--- config.mk ---
export PLATFORM = sky130hd
export DESIGN_NAME = cpu_lockstep_cmp_flat
export DESIGN_NICKNAME = d
export VERILOG_FILES = /design/src/rtl/cpu_lockstep_cmp_if.sv /design/src/rtl/cpu_lockstep_cmp.sv /design/src/flat_wrapper.sv
export SDC_FILE = /design/constraint.sdc
export NUM_CORES = 1
export LEC_CHECK = 0
export BUFFER_PORTS_ARGS = -buffer_cell sky130_fd_sc_hd__clkbuf_2
export CELL_PAD_IN_SITES_DETAIL_PLACEMENT = 0
export CELL_PAD_IN_SITES_GLOBAL_PLACEMENT = 1
export CORE_MARGIN = 1
export CORE_UTILIZATION = 50
export CTS_BUF_LIST = sky130_fd_sc_hd__clkbuf_4 sky130_fd_sc_hd__clkbuf_8
export DETAILED_ROUTE_END_ITERATION = 12
export PLACE_DENSITY = 0.87
export SYNTH_ARGS = -nofsm -noshare
export SYNTH_HDL_FRONTEND = slang
export SYNTH_SLANG_ARGS = --single-unit
--- constraint.sdc ---
create_clock -name clk -period 6.9 [get_ports clk]
set_clock_uncertainty 0.05 [all_clocks]
set_input_delay 0.69 -clock clk [delete_from_list [all_inputs] [get_ports clk]]
set_output_delay 0.69 -clock clk [all_outputs]
set_load 0.03 [all_outputs]
--- src/rtl/cpu_lockstep_cmp_if.sv ---
// Commit-event bus between the two CPU models and the lockstep checker.
//   ref_valid/ref_data : per-channel commit strobes and data from the reference model
//   duv_valid/duv_data : per-channel commit strobes and data from the DUV
//   Channel c occupies data bits [c*DATA_W +: DATA_W].
//   master : the models driving commits; slave : the checker receiving them.
interface cpu_lockstep_cmp_if #(
  parameter int unsigned NUM_CH = 3,
  parameter int unsigned DATA_W = 8
);
  logic [NUM_CH-1:0]        ref_valid;
  logic [NUM_CH*DATA_W-1:0] ref_data;
  logic [NUM_CH-1:0]        duv_valid;
  logic [NUM_CH*DATA_W-1:0] duv_data;

  modport master (output ref_valid, ref_data, duv_valid, duv_data);
  modport slave  (input  ref_valid, ref_data, duv_valid, duv_data);
endinterface

--- src/rtl/cpu_lockstep_cmp.sv ---
// Lockstep checker: buffers per-channel commit events from the reference and
// DUV models in per-side FIFOs, compares them in order, counts matches and
// errors, captures the first mismatch, flags FIFO overflow and skew timeout,
// and optionally halts on the first error.
//   clk, rst_n        : clock, async active-low reset
//   enable            : run checking (0 = idle, FIFO contents kept)
//   stop_on_err       : halt on first mismatch/timeout
//   clr               : synchronous clear of FIFOs, counters and flags
//   bus               : commit strobes/data from both models (slave modport)
//   state             : 0 IDLE, 1 RUN, 2 HALT
//   match_cnt/err_cnt : saturating compare counters
//   err_flag, first_err_ch/ref/duv : sticky first-mismatch capture
//   ovf_flag          : per channel, a push was dropped on a full FIFO
//   timeout_flag      : per channel, one side stayed ahead for MAX_SKEW cycles
module cpu_lockstep_cmp #(
  parameter int unsigned NUM_CH   = 3,
  parameter int unsigned DATA_W   = 8,
  parameter int unsigned DEPTH    = 8,
  parameter int unsigned MAX_SKEW = 16,
  parameter int unsigned CNT_W    = 16,
  localparam int unsigned CH_W    = (NUM_CH > 1) ? $clog2(NUM_CH) : 1
) (
  input  logic                 clk,
  input  logic                 rst_n,
  input  logic                 enable,
  input  logic                 stop_on_err,
  input  logic                 clr,
  cpu_lockstep_cmp_if.slave    bus,
  output logic [1:0]           state,
  output logic [CNT_W-1:0]     match_cnt,
  output logic [CNT_W-1:0]     err_cnt,
  output logic                 err_flag,
  output logic [CH_W-1:0]      first_err_ch,
  output logic [DATA_W-1:0]    first_err_ref,
  output logic [DATA_W-1:0]    first_err_duv,
  output logic [NUM_CH-1:0]    ovf_flag,
  output logic [NUM_CH-1:0]    timeout_flag
);
  localparam int unsigned AW    = $clog2(DEPTH);
  localparam int unsigned PW    = AW + 1;
  localparam int unsigned SK_W  = $clog2(MAX_SKEW + 1);
  localparam int unsigned PC_W  = $clog2(NUM_CH + 1);
  localparam int unsigned SUM_W = CNT_W + PC_W;
  localparam logic [CNT_W-1:0] CNT_MAX = '1;

  typedef enum logic [1:0] {
    S_IDLE = 2'd0,
    S_RUN  = 2'd1,
    S_HALT = 2'd2
  } st_e;

  st_e st;

  logic [DATA_W-1:0] ref_mem [NUM_CH][DEPTH];
  logic [DATA_W-1:0] duv_mem [NUM_CH][DEPTH];
  logic [PW-1:0]     ref_wp  [NUM_CH];
  logic [PW-1:0]     ref_rp  [NUM_CH];
  logic [PW-1:0]     duv_wp  [NUM_CH];
  logic [PW-1:0]     duv_rp  [NUM_CH];
  logic [SK_W-1:0]   skew    [NUM_CH];

  logic              run_c;
  logic [NUM_CH-1:0] ref_empty_c, ref_full_c, duv_empty_c, duv_full_c;
  logic [NUM_CH-1:0] pop_c, ref_push_c, duv_push_c, ovf_set_c;
  logic [NUM_CH-1:0] one_side_c, tmo_set_c, match_c, mis_c;
  logic [PC_W-1:0]   n_match_c, n_mis_c;
  logic [CH_W-1:0]   mis_ch_c;
  logic [DATA_W-1:0] mis_ref_c, mis_duv_c;
  logic [SUM_W-1:0]  match_sum_c, err_sum_c;
  logic [CNT_W-1:0]  match_nx_c, err_nx_c;

  assign state = st;

  // FIFO status, push/pop decisions, compare results and skew timeout events
  always_comb begin
    run_c       = (st == S_RUN);
    ref_empty_c = '0;
    ref_full_c  = '0;
    duv_empty_c = '0;
    duv_full_c  = '0;
    pop_c       = '0;
    ref_push_c  = '0;
    duv_push_c  = '0;
    ovf_set_c   = '0;
    one_side_c  = '0;
    tmo_set_c   = '0;
    match_c     = '0;
    mis_c       = '0;
    n_match_c   = '0;
    n_mis_c     = '0;
    mis_ch_c    = '0;
    mis_ref_c   = '0;
    mis_duv_c   = '0;
    for (int c = 0; c < int'(NUM_CH); c++) begin
      ref_empty_c[c] = (ref_wp[c] == ref_rp[c]);
      duv_empty_c[c] = (duv_wp[c] == duv_rp[c]);
      ref_full_c[c]  = (ref_wp[c][AW-1:0] == ref_rp[c][AW-1:0]) && (ref_wp[c][AW] != ref_rp[c][AW]);
      duv_full_c[c]  = (duv_wp[c][AW-1:0] == duv_rp[c][AW-1:0]) && (duv_wp[c][AW] != duv_rp[c][AW]);
      // Pop uses registered occupancy, so a fresh push is never compared the same edge
      pop_c[c]       = run_c && !ref_empty_c[c] && !duv_empty_c[c];
      ref_push_c[c]  = run_c && bus.ref_valid[c] && (!ref_full_c[c] || pop_c[c]);
      duv_push_c[c]  = run_c && bus.duv_valid[c] && (!duv_full_c[c] || pop_c[c]);
      ovf_set_c[c]   = run_c && ((bus.ref_valid[c] && ref_full_c[c] && !pop_c[c]) ||
                                 (bus.duv_valid[c] && duv_full_c[c] && !pop_c[c]));
      one_side_c[c]  = ref_empty_c[c] ^ duv_empty_c[c];
      tmo_set_c[c]   = run_c && one_side_c[c] && (skew[c] == SK_W'(MAX_SKEW - 1));
      if (pop_c[c]) begin
        if (ref_mem[c][ref_rp[c][AW-1:0]] == duv_mem[c][duv_rp[c][AW-1:0]]) begin
          match_c[c] = 1'b1;
          n_match_c  = n_match_c + PC_W'(1);
        end else begin
          mis_c[c]   = 1'b1;
          n_mis_c    = n_mis_c + PC_W'(1);
        end
      end
    end
    // Walk downward so the lowest-index mismatch is the one left captured
    for (int c = int'(NUM_CH) - 1; c >= 0; c--) begin
      if (mis_c[c]) begin
        mis_ch_c  = CH_W'(c);
        mis_ref_c = ref_mem[c][ref_rp[c][AW-1:0]];
        mis_duv_c = duv_mem[c][duv_rp[c][AW-1:0]];
      end
    end
    match_sum_c = SUM_W'(match_cnt) + SUM_W'(n_match_c);
    err_sum_c   = SUM_W'(err_cnt) + SUM_W'(n_mis_c);
    match_nx_c  = (match_sum_c > SUM_W'(CNT_MAX)) ? CNT_MAX : match_sum_c[CNT_W-1:0];
    err_nx_c    = (err_sum_c > SUM_W'(CNT_MAX)) ? CNT_MAX : err_sum_c[CNT_W-1:0];
  end

  // FIFO storage; contents need no reset since pointers define validity
  always_ff @(posedge clk) begin
    for (int c = 0; c < int'(NUM_CH); c++) begin
      if (ref_push_c[c]) ref_mem[c][ref_wp[c][AW-1:0]] <= bus.ref_data[c*DATA_W +: DATA_W];
      if (duv_push_c[c]) duv_mem[c][duv_wp[c][AW-1:0]] <= bus.duv_data[c*DATA_W +: DATA_W];
    end
  end

  // Control FSM, pointers, skew counters, counters and sticky flags
  always_ff @(posedge clk or negedge rst_n) begin
    if (!rst_n) begin
      st            <= S_IDLE;
      match_cnt     <= '0;
      err_cnt       <= '0;
      err_flag      <= 1'b0;
      first_err_ch  <= '0;
      first_err_ref <= '0;
      first_err_duv <= '0;
      ovf_flag      <= '0;
      timeout_flag  <= '0;
      for (int c = 0; c < int'(NUM_CH); c++) begin
        ref_wp[c] <= '0;
        ref_rp[c] <= '0;
        duv_wp[c] <= '0;
        duv_rp[c] <= '0;
        skew[c]   <= '0;
      end
    end else if (clr) begin
      st            <= S_IDLE;
      match_cnt     <= '0;
      err_cnt       <= '0;
      err_flag      <= 1'b0;
      first_err_ch  <= '0;
      first_err_ref <= '0;
      first_err_duv <= '0;
      ovf_flag      <= '0;
      timeout_flag  <= '0;
      for (int c = 0; c < int'(NUM_CH); c++) begin
        ref_wp[c] <= '0;
        ref_rp[c] <= '0;
        duv_wp[c] <= '0;
        duv_rp[c] <= '0;
        skew[c]   <= '0;
      end
    end else begin
      case (st)
        S_IDLE: if (enable) st <= S_RUN;
        S_RUN: begin
          // Halt takes priority over dropping back to idle
          if (stop_on_err && ((|mis_c) || (|tmo_set_c))) st <= S_HALT;
          else if (!enable)                             st <= S_IDLE;
        end
        default: st <= st;
      endcase

      for (int c = 0; c < int'(NUM_CH); c++) begin
        if (ref_push_c[c]) ref_wp[c] <= ref_wp[c] + PW'(1);
        if (duv_push_c[c]) duv_wp[c] <= duv_wp[c] + PW'(1);
        if (pop_c[c]) begin
          ref_rp[c] <= ref_rp[c] + PW'(1);
          duv_rp[c] <= duv_rp[c] + PW'(1);
        end
        if (run_c) begin
          if (!one_side_c[c])                   skew[c] <= '0;
          else if (skew[c] < SK_W'(MAX_SKEW))   skew[c] <= skew[c] + SK_W'(1);
        end
      end

      match_cnt    <= match_nx_c;
      err_cnt      <= err_nx_c;
      ovf_flag     <= ovf_flag | ovf_set_c;
      timeout_flag <= timeout_flag | tmo_set_c;

      if ((|mis_c) && !err_flag) begin
        err_flag      <= 1'b1;
        first_err_ch  <= mis_ch_c;
        first_err_ref <= mis_ref_c;
        first_err_duv <= mis_duv_c;
      end
    end
  end
endmodule

--- src/flat_wrapper.sv ---
// flat-port wrapper written by rule: the top's interface ports become plain ports
module cpu_lockstep_cmp_flat 
#(
  parameter int unsigned NUM_CH   = 3,
  parameter int unsigned DATA_W   = 8,
  parameter int unsigned DEPTH    = 8,
  parameter int unsigned MAX_SKEW = 16,
  parameter int unsigned CNT_W    = 16,
  localparam int unsigned CH_W    = (NUM_CH > 1) ? $clog2(NUM_CH) : 1
)
  (clk, rst_n, enable, stop_on_err, clr, state, match_cnt, err_cnt, err_flag, first_err_ch, first_err_ref, first_err_duv, ovf_flag, timeout_flag, bus_ref_valid, bus_ref_data, bus_duv_valid, bus_duv_data);
  cpu_lockstep_cmp_if #(.NUM_CH(NUM_CH), .DATA_W(DATA_W)) bus_i ();
  input  logic clk;
  input  logic rst_n;
  input  logic enable;
  input  logic stop_on_err;
  input  logic clr;
  output logic [1:0] state;
  output logic [CNT_W-1:0] match_cnt;
  output logic [CNT_W-1:0] err_cnt;
  output logic err_flag;
  output logic [CH_W-1:0] first_err_ch;
  output logic [DATA_W-1:0] first_err_ref;
  output logic [DATA_W-1:0] first_err_duv;
  output logic [NUM_CH-1:0] ovf_flag;
  output logic [NUM_CH-1:0] timeout_flag;
  input wire logic [$bits(bus_i.ref_valid)-1:0] bus_ref_valid;
  input wire logic [$bits(bus_i.ref_data)-1:0] bus_ref_data;
  input wire logic [$bits(bus_i.duv_valid)-1:0] bus_duv_valid;
  input wire logic [$bits(bus_i.duv_data)-1:0] bus_duv_data;
  assign bus_i.ref_valid = bus_ref_valid;
  assign bus_i.ref_data = bus_ref_data;
  assign bus_i.duv_valid = bus_duv_valid;
  assign bus_i.duv_data = bus_duv_data;
  cpu_lockstep_cmp #(.NUM_CH(NUM_CH), .DATA_W(DATA_W), .DEPTH(DEPTH), .MAX_SKEW(MAX_SKEW), .CNT_W(CNT_W)) u_core (.clk(clk), .rst_n(rst_n), .enable(enable), .stop_on_err(stop_on_err), .clr(clr), .bus(bus_i), .state(state), .match_cnt(match_cnt), .err_cnt(err_cnt), .err_flag(err_flag), .first_err_ch(first_err_ch), .first_err_ref(first_err_ref), .first_err_duv(first_err_duv), .ovf_flag(ovf_flag), .timeout_flag(timeout_flag));
endmodule
# Word level (Yosys, flattened, before mapping)
# Memory sizes are Yosys's and may differ from the RTL's.
# Cells that the tools add are included.
[word_totals]
ramBits = 384
memories = 2
in_bits = 59
word_cells = 329
regBits = 122
[classes]
bitwise = 17
n_lt_le_gt_ge = 23
n_reduce_logical = 98
n_addsub = 21
n_mux = 114
eq_ne = 30
[mem_list]
columns = ["memory", "words", "width", "rd", "rd_clocked_by_memory_dff", "wr", "line", "source"]
rows = [
  ["u_core.duv_mem", 3, 64, 3, 0, 3, "cpu_lockstep_cmp.sv:55", "logic [DATA_W-1:0] duv_mem [NUM_CH][DEPTH];"],
  ["u_core.ref_mem", 3, 64, 3, 0, 3, "cpu_lockstep_cmp.sv:54", "logic [DATA_W-1:0] ref_mem [NUM_CH][DEPTH];"],
]
[op_table]
columns = ["operator", "count"]
rows = [
  ["2-to-1 mux 64 bit", 6],
  ["2-to-1 mux 8 bit", 28],
  ["binary-select mux 8 bit (select 3 bit)", 6],
  ["demux 8 bit (select 3 bit)", 6],
  ["2-to-1 mux 16 bit", 4],
  ["logical AND 1 bit", 53],
  ["adder 4 x 1 -> 4 bit (second input constant)", 12],
  [">= comparator 4 bit (second input constant)", 12],
  ["2-to-1 mux 12 bit", 4],
  ["2-to-1 mux 4 bit", 12],
  ["inverter 3 -> 4 bit", 12],
  ["2-to-1 mux 5 bit", 9],
  ["2-to-1 mux 2 bit", 19],
  ["greater-than comparator 18 x 16 -> 1 bit (second input constant)", 2],
  ["adder 16 x 2 -> 17 bit", 2],
  ["== test 4 bit", 6],
  ["== test 8 bit", 3],
  ["less-than comparator 4 x 1 -> 1 bit (second input constant)", 6],
  ["nonzero test 2 bit", 11],
  ["== test 3 bit", 6],
  ["logical NOT 1 bit", 16],
  ["2-to-1 mux 1 bit", 16],
  ["adder 5 x 1 -> 5 bit (second input constant)", 3],
  ["== test 5 x 4 -> 1 bit (second input constant)", 3],
  ["17 further kinds", 46],
]

# Depth between registers and ports, before layout
# Gate-level depths: netlist of the first run.
[depth]
word_depth = 17
ltp_mapped = 22
ltp_nobuf = 19

# Worst setup path after synthesis of the first run
# OpenSTA, ideal clock, no wires.
[synth_timing]
path_kind = "register -> register"
from = "register u_core.ref_rp[8] (netlist bit)"
to = "register u_core.err_cnt[10]"
path_buffers = 4
period_less_slack_ps = 4843
setup_ps = 78
arrival_time_ps = 4715
path_stages_with_launch = 21
path_slack_ps = 2057
cell_sequence = "dfrtp_1 -> buf_4 -> buf_6 -> mux4_2 -> mux2i_1 -> xnor2_1 -> nand4_1 -> o21ai_4 -> inv_2 -> clkbuf_1 -> ha_1 -> mux2i_1 -> xnor2_1 -> ha_1 -> inv_1 -> fa_1 -> nor3_1 -> nand3_1 -> or3_1 -> clkbuf_1 -> a21oi_1"
[synth_between]
elab_chain_cells = 17
word_cells_on_any_way = 21
[synth_lines]
columns = ["element", "line", "source"]
rows = [
  ["start: declaration", "cpu_lockstep_cmp.sv:57", "logic [PW-1:0] ref_rp [NUM_CH];"],
  ["start signal: indexed assignment", "cpu_lockstep_cmp.sv:190", "ref_rp[c] <= ref_rp[c] + PW'(1);"],
  ["inverter 3 -> 4 bit (not written as such)", "cpu_lockstep_cmp.sv:108", "if (ref_mem[c][ref_rp[c][AW-1:0]] == duv_mem[c][duv_rp[c][AW-1:0]]) begin"],
  ["binary-select mux 8 bit (select 3 bit)", "cpu_lockstep_cmp.sv:108", ""],
  ["2-to-1 mux 8 bit (not written as such) (2 in series)", "cpu_lockstep_cmp.sv:108", ""],
  ["== test 8 bit", "cpu_lockstep_cmp.sv:108", ""],
  ["2-to-1 mux 1 bit", "cpu_lockstep_cmp.sv:108", ""],
  ["2-to-1 mux 2 bit (*)", "cpu_lockstep_cmp.sv:107", "if (pop_c[c]) begin"],
  ["adder 2 x 1 -> 2 bit", "cpu_lockstep_cmp.sv:113", "n_mis_c = n_mis_c + PC_W'(1);"],
  ["2-to-1 mux 2 bit", "cpu_lockstep_cmp.sv:108", ""],
  ["2-to-1 mux 2 bit (*)", "cpu_lockstep_cmp.sv:107", ""],
  ["adder 2 x 1 -> 2 bit", "cpu_lockstep_cmp.sv:113", ""],
  ["2-to-1 mux 2 bit", "cpu_lockstep_cmp.sv:108", ""],
  ["2-to-1 mux 2 bit (*)", "cpu_lockstep_cmp.sv:107", ""],
  ["adder 16 x 2 -> 17 bit (*)", "cpu_lockstep_cmp.sv:126", "err_sum_c = SUM_W'(err_cnt) + SUM_W'(n_mis_c);"],
  ["greater-than comparator 18 x 16 -> 1 bit", "cpu_lockstep_cmp.sv:128", "err_nx_c = (err_sum_c > SUM_W'(CNT_MAX)) ? CNT_MAX : err_sum_c[CNT_W-1:0];"],
  ["2-to-1 mux 16 bit (*)", "cpu_lockstep_cmp.sv:128", ""],
  ["2-to-1 mux 16 bit (*)", "cpu_lockstep_cmp.sv:158", "end else if (clr) begin"],
  ["end signal: assignment", "cpu_lockstep_cmp.sv:200", "err_cnt <= err_nx_c;"],
  ["end: declaration", "cpu_lockstep_cmp.sv:31", "output logic [CNT_W-1:0] err_cnt,"],
]
# Every way passes the cells marked *; elsewhere a longest branch is shown, timed or not. The select of a mux whose other input is x is not followed.
# A chain may end at the register's enable or synchronous reset.

# Worst setup path after layout of the first run
[layout_timing]
from = "register u_core.ref_rp[9] (netlist bit)"
to = "register u_core.err_cnt[5]"
# The elaborated chain is that of the path after synthesis.

==> reports/results.ini, run 1 <==
[status]
run_status = finished clean

[critical_path]
critPathCapture = u_core.err_cnt[5]
arrival_ps = 6420
worst-path-stages = 16
crit_required_ps = 7400
worstSetupPathType = flop to flop
slowest_delay_ps = 900
crit_path_end_kind = flop
reg2reg_setup_slack_ps = 980
crit_buf_inv = 2
r2r-end = u_core.err_cnt[5]
cp_top_family = simple AND/OR/NAND/NOR gates
worstPathCellList = mux4_2 -> mux2i_1 -> xnor2_1 -> nand4_1 -> o21ai_4 -> inv_2 -> ha_1 -> mux2i_1 -> xnor2_1 -> ha_1 -> inv_1 -> fa_1 -> nor3_1 -> nand3_1 -> or3_1 -> a21oi_1
critPathLaunchType = flop
startpoint = u_core.ref_rp[9]
reg2reg_from = u_core.ref_rp[9]
worst_path_max_delay_cell = dfrtp_1
reg2reg_depth = 16
cp_max_fo = 21

[synth]
synth_top_area_share = 0.531
synthArstFlopShare = 0.241
synth_nets = 1415
ys_top_cells_by_area = edfxtp_1, dfrtp_1, mux4_2
syn-cell-area_um2 = 21700
ys_seq_area_frac = 0.672
synth_area_per_cell_um2 = 16.3
synthCells = 1330
synth_edf_count = 384
synth_top_area_cell = edfxtp_1
synth-seq-cells = 506
yosysUniqueCellTypes = 60
synth-main-ff-cell = edfxtp_1
ys_warn_count = 0

[route]
firstDrtPassIters = 5
avgRoutedWirePerCell_um = 21.2
drt-total-wl_um = 45500
vias_per_cell = 5.62
ant_nets = 0
drt_iter0_markers = 1083
vias = 12100
drc = 0

[floorplanning]
core_area_um2 = 42400
fp.dieArea_um2 = 44200
die_y_um = 210
num_io_pins = 118
die_w_um = 210
fp-row-count = 75
start_util = 0.512

[power]
p_total_mw = 6.29
power_leakage_nw = 8.83
power.density_nw_per_um2 = 254
peakVddDrop_mv = 0.148

[cts]
htree_levels = 3
cts-buffers-inserted = 82
cts_root_buffer = clkbuf_8
clk_pin_slew_ps = 60
clock_latency_ps = 640
cts_buffer_depth = 3
cts_sinks = 506
cts_tree = yes

[final_layout]
area_growth_pct = 14.2
diodes = 0
final_cell_mix = edfxtp_1, dfrtp_1, clkbuf_2, mux4_2, clkbuf_8
fin_area_um2 = 24800
finalNetCount = 1586
regArea_um2 = 14600
final_util = 0.585
multi_input_area_um2 = 6670
final_common_cell = edfxtp_1
n_fill_cell = 3209
drive_above_1_share = 0.275
instances_no_fill = 2146

[placed_design]
dp.cells = 1993
dp_hpwl_um = 31000
io_buffers = 117
gp_congestion = 0.813
dpl_cell_area_um2 = 23000
dp_slack_ps = 989

[timing]
slew_headroom = 0.277
period_minus_slack_ps = 5920
worst_pin_slew_ps = 1080
finalSetupTns_ps = 0
holdWs_ps = 252
rsz0062_at_grt = false
finalCritPeriodShare = 0.858
hold_viol_final = 0
worst_slack_ps = 980
setup_viol = 0
report.final.slew_viol_count = 0
clock.fmax_ghz = 0.169

[global_routing]
grt_pass1_wl_um = 70900
grt.total_usage = 0.214
grt_max_degree = 68
grt_pass1_vias = 12400
gr-total-overflow = 0
antenna_found_initial = 0

[min_path]
hold_path_class = input port to flop
min_from = stop_on_err

[run]
cap_viol_max_count = 0

-- per-layer routing --
layer  wire length (µm)  up-vias  GRT usage
li1                   -     5474          -
met2              22000      349      0.339
met5                  0        -          0
met3               2460       84     0.0417
met4               1360        0     0.0800
met1              19700     6155      0.295
-- repair_timing --
item	in CTS	in global routing
endpoints found under the hold margin	60	0
resized for setup	0	0
hold buffers	1	0
buffers inserted	0	0
-- registers in the layout (all words and copies together) (netlist names) --
register / cells
u_core.state: 2
u_core.match_cnt: 16
u_core.err_cnt: 16
u_core.ovf_flag: 3
u_core.ref_wp: 12
u_core.duv_rp: 12
u_core.first_err_ch: 2
u_core.duv_wp: 12
u_core.first_err_ref: 8
u_core.first_err_duv: 8
u_core.ref_mem: 192
u_core.err_flag: 1
u_core.duv_mem: 192
u_core.ref_rp: 12
u_core.timeout_flag: 3
u_core.skew: 15
-- how the worst min path moves through the flow --
stage,cells after the start,to
finish,2,u_core.state[0]
global route,2,u_core.state[0]
CTS,1,u_core.ref_mem[0][182]
detailed placement,1,u_core.skew[8]
global placement,1,u_core.skew[8]
floorplan,0,u_core.duv_rp[0]
-- synth_stat cells, types with 6 or more instances --
cell      instances
a31oi_1           6
xor2_1           59
nand2b_1         14
dfrtp_1         122
buf_6            14
nand4_1          17
clkbuf_1         29
buf_2            19
o41ai_1           7
edfxtp_1        384
nor3_1           30
xnor2_1          52
and3_1            8
ha_1             24
and2_1           16
mux4_2           96
o21ai_0          15
nand2_1          74
o41ai_2          10
nor2_1           80
nor3b_1          24
mux2i_1          59
buf_1             9
o221a_2           8
inv_1            18
or3_1             6
a21oi_1          48
nand3_1          19
o221a_1           8
-- final cells by class --
cell class              count  share of cell area
repair buffers            162              0.0382
inverters                  19             0.00288
flip-flops and latches    506               0.588
clock buffers             116              0.0581
multi-input cells         730               0.269
well taps                 577              0.0291
clock inverters            36              0.0145
-- worst register-to-register path: stages (launching register included) --
cell and delay (ps):
dfrtp_1 900, mux4_2 430, mux2i_1 430, xnor2_1 170
nand4_1 210, o21ai_4 480, inv_2 280, ha_1 340
mux2i_1 230, xnor2_1 220, ha_1 230, inv_1 60
fa_1 420, nor3_1 320, nand3_1 220, or3_1 620
a21oi_1 220
-- report_power, final --
part           switching (mW)  internal, mW  total [mW]  leakage, nW
Sequential             0.0137          3.30        3.32         5.16
Combinational           0.126        0.0572       0.183         2.73
Clock                    1.17          1.62        2.79        0.941
Total                    1.31          4.98        6.29         8.83
-- logic make-up (layout without fill, tap and decap cells) --
family | count (synthesis) | after routing | share of synthesized area
fa+ha+maj | 26 | 26 | 0.0157
buf+inv | 94 | 333 | 0.0229
simple gates | 310 | 310 | 0.0718
mux | 158 | 158 | 0.128
compound gates | 125 | 125 | 0.0446
xor+xnor | 111 | 111 | 0.0448
flops | 506 | 506 | 0.672
(Power assumes the default switching activity.)
==> run 2: changes to the inputs <==
--- a/config.mk
+++ b/config.mk
@@ -8,11 +8,10 @@
 export BUFFER_PORTS_ARGS = -buffer_cell sky130_fd_sc_hd__clkbuf_2
 export CELL_PAD_IN_SITES_DETAIL_PLACEMENT = 0
 export CELL_PAD_IN_SITES_GLOBAL_PLACEMENT = 1
-export CORE_MARGIN = 1
 export CORE_UTILIZATION = 50
 export CTS_BUF_LIST = sky130_fd_sc_hd__clkbuf_4 sky130_fd_sc_hd__clkbuf_8
 export DETAILED_ROUTE_END_ITERATION = 12
-export PLACE_DENSITY = 0.87
+export PLACE_DENSITY = 0.75
 export SYNTH_ARGS = -nofsm -noshare
 export SYNTH_HDL_FRONTEND = slang
 export SYNTH_SLANG_ARGS = --single-unit
==> run 2 against run 1 <==
Sequential power about the same. Highest routed layer unchanged. Cell count down 1.1%. Final area down 0.91%. Worst setup slack got worse by 63 ps.
==> reports/results.ini, run 2 (same netlist as run 1, synthesis figures left out) <==
[critical_path]
reg2reg_depth = 19  ; +3
reg2reg_from = u_core.duv_rp[4]
arrival_ps = 6480  ; +60 ps
worstSetupPathType = flop to flop
cp_max_fo = 13  ; -38%
cp_top_family = simple AND/OR/NAND/NOR gates
startpoint = u_core.duv_rp[4]
worstPathCellList = buf_4 -> mux4_2 -> mux2i_1 -> xor2_1 -> nor4_2 -> nand2_1 -> inv_1 -> ha_1 -> nand2_1 -> nand2_1 -> xnor2_1 -> ha_1 -> inv_1 -> fa_1 -> nor4bb_1 -> nand2_1 -> nor2_1 -> nand4_1 -> a21oi_1
crit_required_ps = 7390  ; about the same
critPathMostFrequentCell = nand2_1
crit_path_end_kind = flop
worst_path_max_delay_cell = dfrtp_1
reg2reg_setup_slack_ps = 920  ; -60 ps
crit_buf_inv = 3  ; +1
r2r-end = u_core.match_cnt[1]
slowest_delay_ps = 680  ; -220 ps
critPathLaunchType = flop

[placed_design]
dp_hpwl_um = 30700  ; -0.91%
io_buffers = 117  ; unchanged
gp_congestion = 0.802  ; -1.3%

[min_path]
whs_path_depth = 2  ; unchanged
min_from = stop_on_err
hold_path_class = input port to flop
min_to = u_core.state[0]

[floorplanning]
start_util = 0.512  ; unchanged
fp.dieArea_um2 = 44200  ; unchanged
die_y_um = 210  ; unchanged
num_io_pins = 118  ; unchanged
fp-row-count = 75  ; unchanged
core_area_um2 = 42400  ; unchanged
die_w_um = 210  ; unchanged

[route]
ant_nets = 0  ; unchanged
drc = 0  ; unchanged
vias_per_cell = 5.58  ; -0.78%
drt-total-wl_um = 46900  ; +2.9%
firstDrtPassIters = 6  ; +1
drt_iter0_markers = 806  ; -26%
avgRoutedWirePerCell_um = 22.1  ; +4.0%
vias = 11800  ; -1.8%

[global_routing]
grt_max_degree = 69  ; +1.5%
grt.total_usage = 0.218  ; +0.00457
gr-total-overflow = 0  ; unchanged
grt_pass1_wl_um = 71800  ; +1.3%
grt_pass1_vias = 12000  ; -3.3%
antenna_found_initial = 1  ; +1

[final_layout]
regArea_um2 = 14600  ; unchanged
area_growth_pct = 13.2
final_common_cell = edfxtp_1
multi_input_area_um2 = 6770  ; +1.6%
drive_above_1_share = 0.278  ; +0.00297
final_cell_mix = edfxtp_1, dfrtp_1, clkbuf_2, mux4_2, clkbuf_8
finalNetCount = 1569  ; -1.1%
n_fill_cell = 3311  ; +3.2%

[cts]
cts_root_buffer = clkbuf_8
cts-buffers-inserted = 83  ; +1.2%
cts_tree = yes
htree_levels = 3  ; unchanged
cts_sinks = 506  ; unchanged
cts_hold_buf = 1  ; unchanged
cts-resized-gates = 0  ; unchanged
cts_buffer_depth = 3  ; unchanged
cts_setup_buffers = 0  ; unchanged
clk_pin_slew_ps = 60  ; about the same
clock_latency_ps = 620  ; -20 ps

[power]
p_total_mw = 6.05  ; -3.7%
power_leakage_nw = 8.66  ; -1.9%
power.density_nw_per_um2 = 246  ; -2.8%
peakVddDrop_mv = 0.192  ; +30%

[timing]
finalSetupTns_ps = 0  ; unchanged
finalCritPeriodShare = 0.867  ; +0.00908
worst_pin_slew_ps = 1130  ; +49.3 ps
period_minus_slack_ps = 5980  ; +62.6 ps
report.final.slew_viol_count = 0  ; unchanged
rsz0062_at_grt = false
clock.fmax_ghz = 0.167  ; -1.0%
slew_headroom = 0.244  ; -0.0330
hold_viol_final = 0  ; unchanged
setup_viol = 0  ; unchanged
holdWs_ps = 280  ; +27.2 ps

[status]
run_status = finished clean

[run]
cap_viol_max_count = 0  ; unchanged

[run 2: worst max path at each step]
stage | endpoint | slack [ps] | depth (start not counted)
after floorplan | u_core.err_cnt[10] | 2060 | 20
after global placement | u_core.match_cnt[13] | 1090 | 19
after detailed placement | u_core.match_cnt[13] | 890 | 19
after CTS | u_core.match_cnt[13] | 880 | 19
after global routing | u_core.match_cnt[7] | 340 | 19
final | u_core.match_cnt[1] | 920 | 19
[run 2: cell type report]
type	count	area share
Antenna cell	1	0.000102
Inverter	19	0.00290
Clock inverter	29	0.00749
Sequential cell	506	0.594
Multi-Input combinational cell	730	0.276
Timing Repair Buffer	144	0.0325
Clock buffer	117	0.0582
Tap cell	577	0.0294
[run 2: power breakdown]
group | internal, mW | switching (mW) | total, mW | leakage (nW)
Clock | 1.41 | 1.15 | 2.55 | 0.854
Sequential | 3.30 | 0.0134 | 3.32 | 5.16
Combinational | 0.0565 | 0.127 | 0.183 | 2.65
[run 2: stage by stage]
step	area (µm²)	instances	utilization	setup WS (ps)
5_1_grt	24600	2123	0.579	342
3_3_place_gp	22900	1975	0.541	1090
3_5_place_dp	22900	1975	0.541	894
2_1_floorplan	21700	1330	-	2060
6_report	24600	2123	0.579	917
4_1_cts	24600	2122	0.579	879
[run 2: routing by layer]
layer,vias up,GRT usage,wire length (µm)
met2,290,0.348,22600
met3,83,0.0462,2240
li1,5428,-,-
met1,6039,0.299,20800
met5,-,0,0
met4,0,0.0775,1230
==> run 3: changes to the inputs <==
--- a/config.mk
+++ b/config.mk
@@ -8,10 +8,10 @@
 export BUFFER_PORTS_ARGS = -buffer_cell sky130_fd_sc_hd__clkbuf_2
 export CELL_PAD_IN_SITES_DETAIL_PLACEMENT = 0
 export CELL_PAD_IN_SITES_GLOBAL_PLACEMENT = 1
-export CORE_UTILIZATION = 50
+export CORE_UTILIZATION = 49
 export CTS_BUF_LIST = sky130_fd_sc_hd__clkbuf_4 sky130_fd_sc_hd__clkbuf_8
 export DETAILED_ROUTE_END_ITERATION = 12
-export PLACE_DENSITY = 0.75
+export PLACE_DENSITY = 0.76
 export SYNTH_ARGS = -nofsm -noshare
 export SYNTH_HDL_FRONTEND = slang
 export SYNTH_SLANG_ARGS = --single-unit
==> constraint.sdc (replaced) <==
create_clock -name clk -period 5.2 [get_ports clk]
set_clock_uncertainty 0.05 [all_clocks]
set_input_delay 0.52 -clock clk [delete_from_list [all_inputs] [get_ports clk]]
set_output_delay 0.52 -clock clk [all_outputs]
set_load 0.03 [all_outputs]
==> run 3 against run 2 <==
Sequential share of layout area down 1.4 points. Hold slack worse by 220 ps. Sequential power up 33%. Via count up 1.9%. Routed wire length down 0.18%. Critical path type unchanged. Critical endpoint is now u_core.match_cnt[6]. Highest routed layer unchanged.
==> reports/results.ini, run 3 (same netlist as run 1, synthesis figures left out) <==
[timing]
period_minus_slack_ps = 4850  ; -1130 ps
worst_pin_slew_ps = 1040  ; -89.3 ps
finalSetupTns_ps = 0  ; unchanged
finalCritPeriodShare = 0.933  ; +0.0662
hold_viol_final = 0  ; unchanged
report.final.slew_viol_count = 0  ; unchanged
clock.fmax_ghz = 0.206  ; +23%
setup_viol = 0  ; unchanged
slew_headroom = 0.303  ; +0.0598

[critical_path]
arrival_ps = 5340  ; -1140 ps
worstSetupPathType = flop to flop
crit_path_end_kind = flop
cp_max_fo = 14  ; +1
crit_required_ps = 5690  ; -1700 ps
critPathLaunchType = flop

[power]
power.density_nw_per_um2 = 327  ; +33%
peakVddDrop_mv = 0.261  ; +36%
power_leakage_nw = 9.06  ; +4.5%
p_total_mw = 8.22  ; +36%

[global_routing]
grt_pass1_vias = 12300  ; +2.3%
gr-total-overflow = 0  ; unchanged
antenna_found_initial = 0  ; -1
grt_pass1_wl_um = 72400  ; +0.78%
grt.total_usage = 0.216  ; -0.00208
grt_max_degree = 87  ; +26%

[final_layout]
drive_above_1_share = 0.304  ; +0.0264
final_cell_mix = edfxtp_1, dfrtp_1, clkbuf_2, mux4_2, clkbuf_8
n_fill_cell = 3384  ; +2.2%
area_growth_pct = 15.9
final_common_cell = edfxtp_1
finalNetCount = 1632  ; +4.0%
regArea_um2 = 14600  ; about the same
multi_input_area_um2 = 6720  ; -0.83%
final_util = 0.580  ; +0.000783

[cts]
cts_sinks = 506  ; unchanged
clk_pin_slew_ps = 60  ; about the same
cts_buffer_depth = 3  ; unchanged
cts-buffers-inserted = 85  ; +2.4%
htree_levels = 3  ; unchanged
clock_latency_ps = 650  ; +30 ps
cts_tree = yes
cts_setup_buffers = 0  ; unchanged
cts_root_buffer = clkbuf_8

[placed_design]
gp_congestion = 0.807  ; +0.55%
io_buffers = 117  ; unchanged
dp_hpwl_um = 31700  ; +3.4%

[route]
drc = 0  ; unchanged
routed-wl-met2_um = 22600  ; -0.26%
wl_met1_um = 20600  ; -0.95%
drt-total-wl_um = 46800  ; -0.18%
firstDrtPassIters = 5  ; -1
vias = 12100  ; +1.9%
wl_met3_um = 2660  ; +19%
avgRoutedWirePerCell_um = 21.3  ; -3.7%
top_layer = met4
drt_iter0_markers = 838  ; +4.0%
ant_nets = 0  ; unchanged
vias_per_cell = 5.48  ; -1.7%

[floorplanning]
start_util = 0.501  ; -0.0112
num_io_pins = 118  ; unchanged
fp.dieArea_um2 = 45100  ; +2.0%
core_area_um2 = 43400  ; +2.2%
die_w_um = 212  ; +1.0%
fp-row-count = 76  ; +1.3%
die_y_um = 212  ; +1.0%

[status]
run_status = finished clean

[run]
cap_viol_max_count = 0  ; unchanged

[min_path]
hold_path_class = input port to flop

[run 3: path summary, 6_finish.rpt]
check,startpoint,to,slack [ps],cells past startpoint
min in group asynchronous,rst_n,u_core.match_cnt[10],500,2
worst min register to register,u_core.skew[8],u_core.skew[8],420,1
worst max-delay path,u_core.ref_rp[8],u_core.match_cnt[6],350,20
max in group asynchronous,rst_n,u_core.first_err_ref[7],3560,3
worst max register to register,u_core.ref_rp[8],u_core.match_cnt[6],350,20
worst min-delay path,stop_on_err,u_core.state[0],60,2
[run 3: where the power goes]
group          switching, mW  internal, mW  leakage, nW  total, mW
Clock                   1.55          2.01        0.925       3.56
Sequential            0.0167          4.38         5.16       4.40
Combinational          0.173        0.0841         2.97      0.257
[run 3: layout make-up]
type	instances	share of cell area
clock buffers	129	0.0619
diodes	1	0.0000995
well taps	585	0.0291
clock inverters	26	0.00697
flip-flops and latches	506	0.580
multi-input cells	730	0.267
repair buffers	205	0.0520
inverters	19	0.00284
[run 3: metrics by stage]
stage	std cells	instance area (µm²)	setup WS [ps]	hold WS [ps]
finish	2201	25100	347	60.4
global route	2200	25100	-38.5	29.5
CTS	2200	25100	136	10.4
detailed placement	2044	23400	160	412
global placement	2044	23400	151	406
floorplan	1330	21700	357	174
[run 3: what timing repair did]
action | in CTS | in global routing
setup endpoints to repair | 0 | 29
hold buffers | 1 | 0
gates resized for setup | 0 | 9
hold endpoints to repair | 85 | 0
[run 3: worst max-delay path: stages, from the launching register on]
cell and delay, ps:
dfrtp_1 350, buf_4 270, mux4_2 550, mux2i_2 280, xnor2_1 160, nand4_1 230, nor3_2 230, buf_4 160
ha_1 240, nand2_1 70, nand2_1 60, xnor2_1 170, ha_1 190, inv_1 50, fa_1 430, nor4bb_2 380
nand2_1 130, nor2_1 230, nand4_1 160, buf_4 200, a21oi_1 140
[run 3: metal layers]
layer	up-vias	track usage
li1	5576	-
met1	6095	0.297
met2	323	0.342
met3	76	0.0510
met4	0	0.0677
met5	-	0
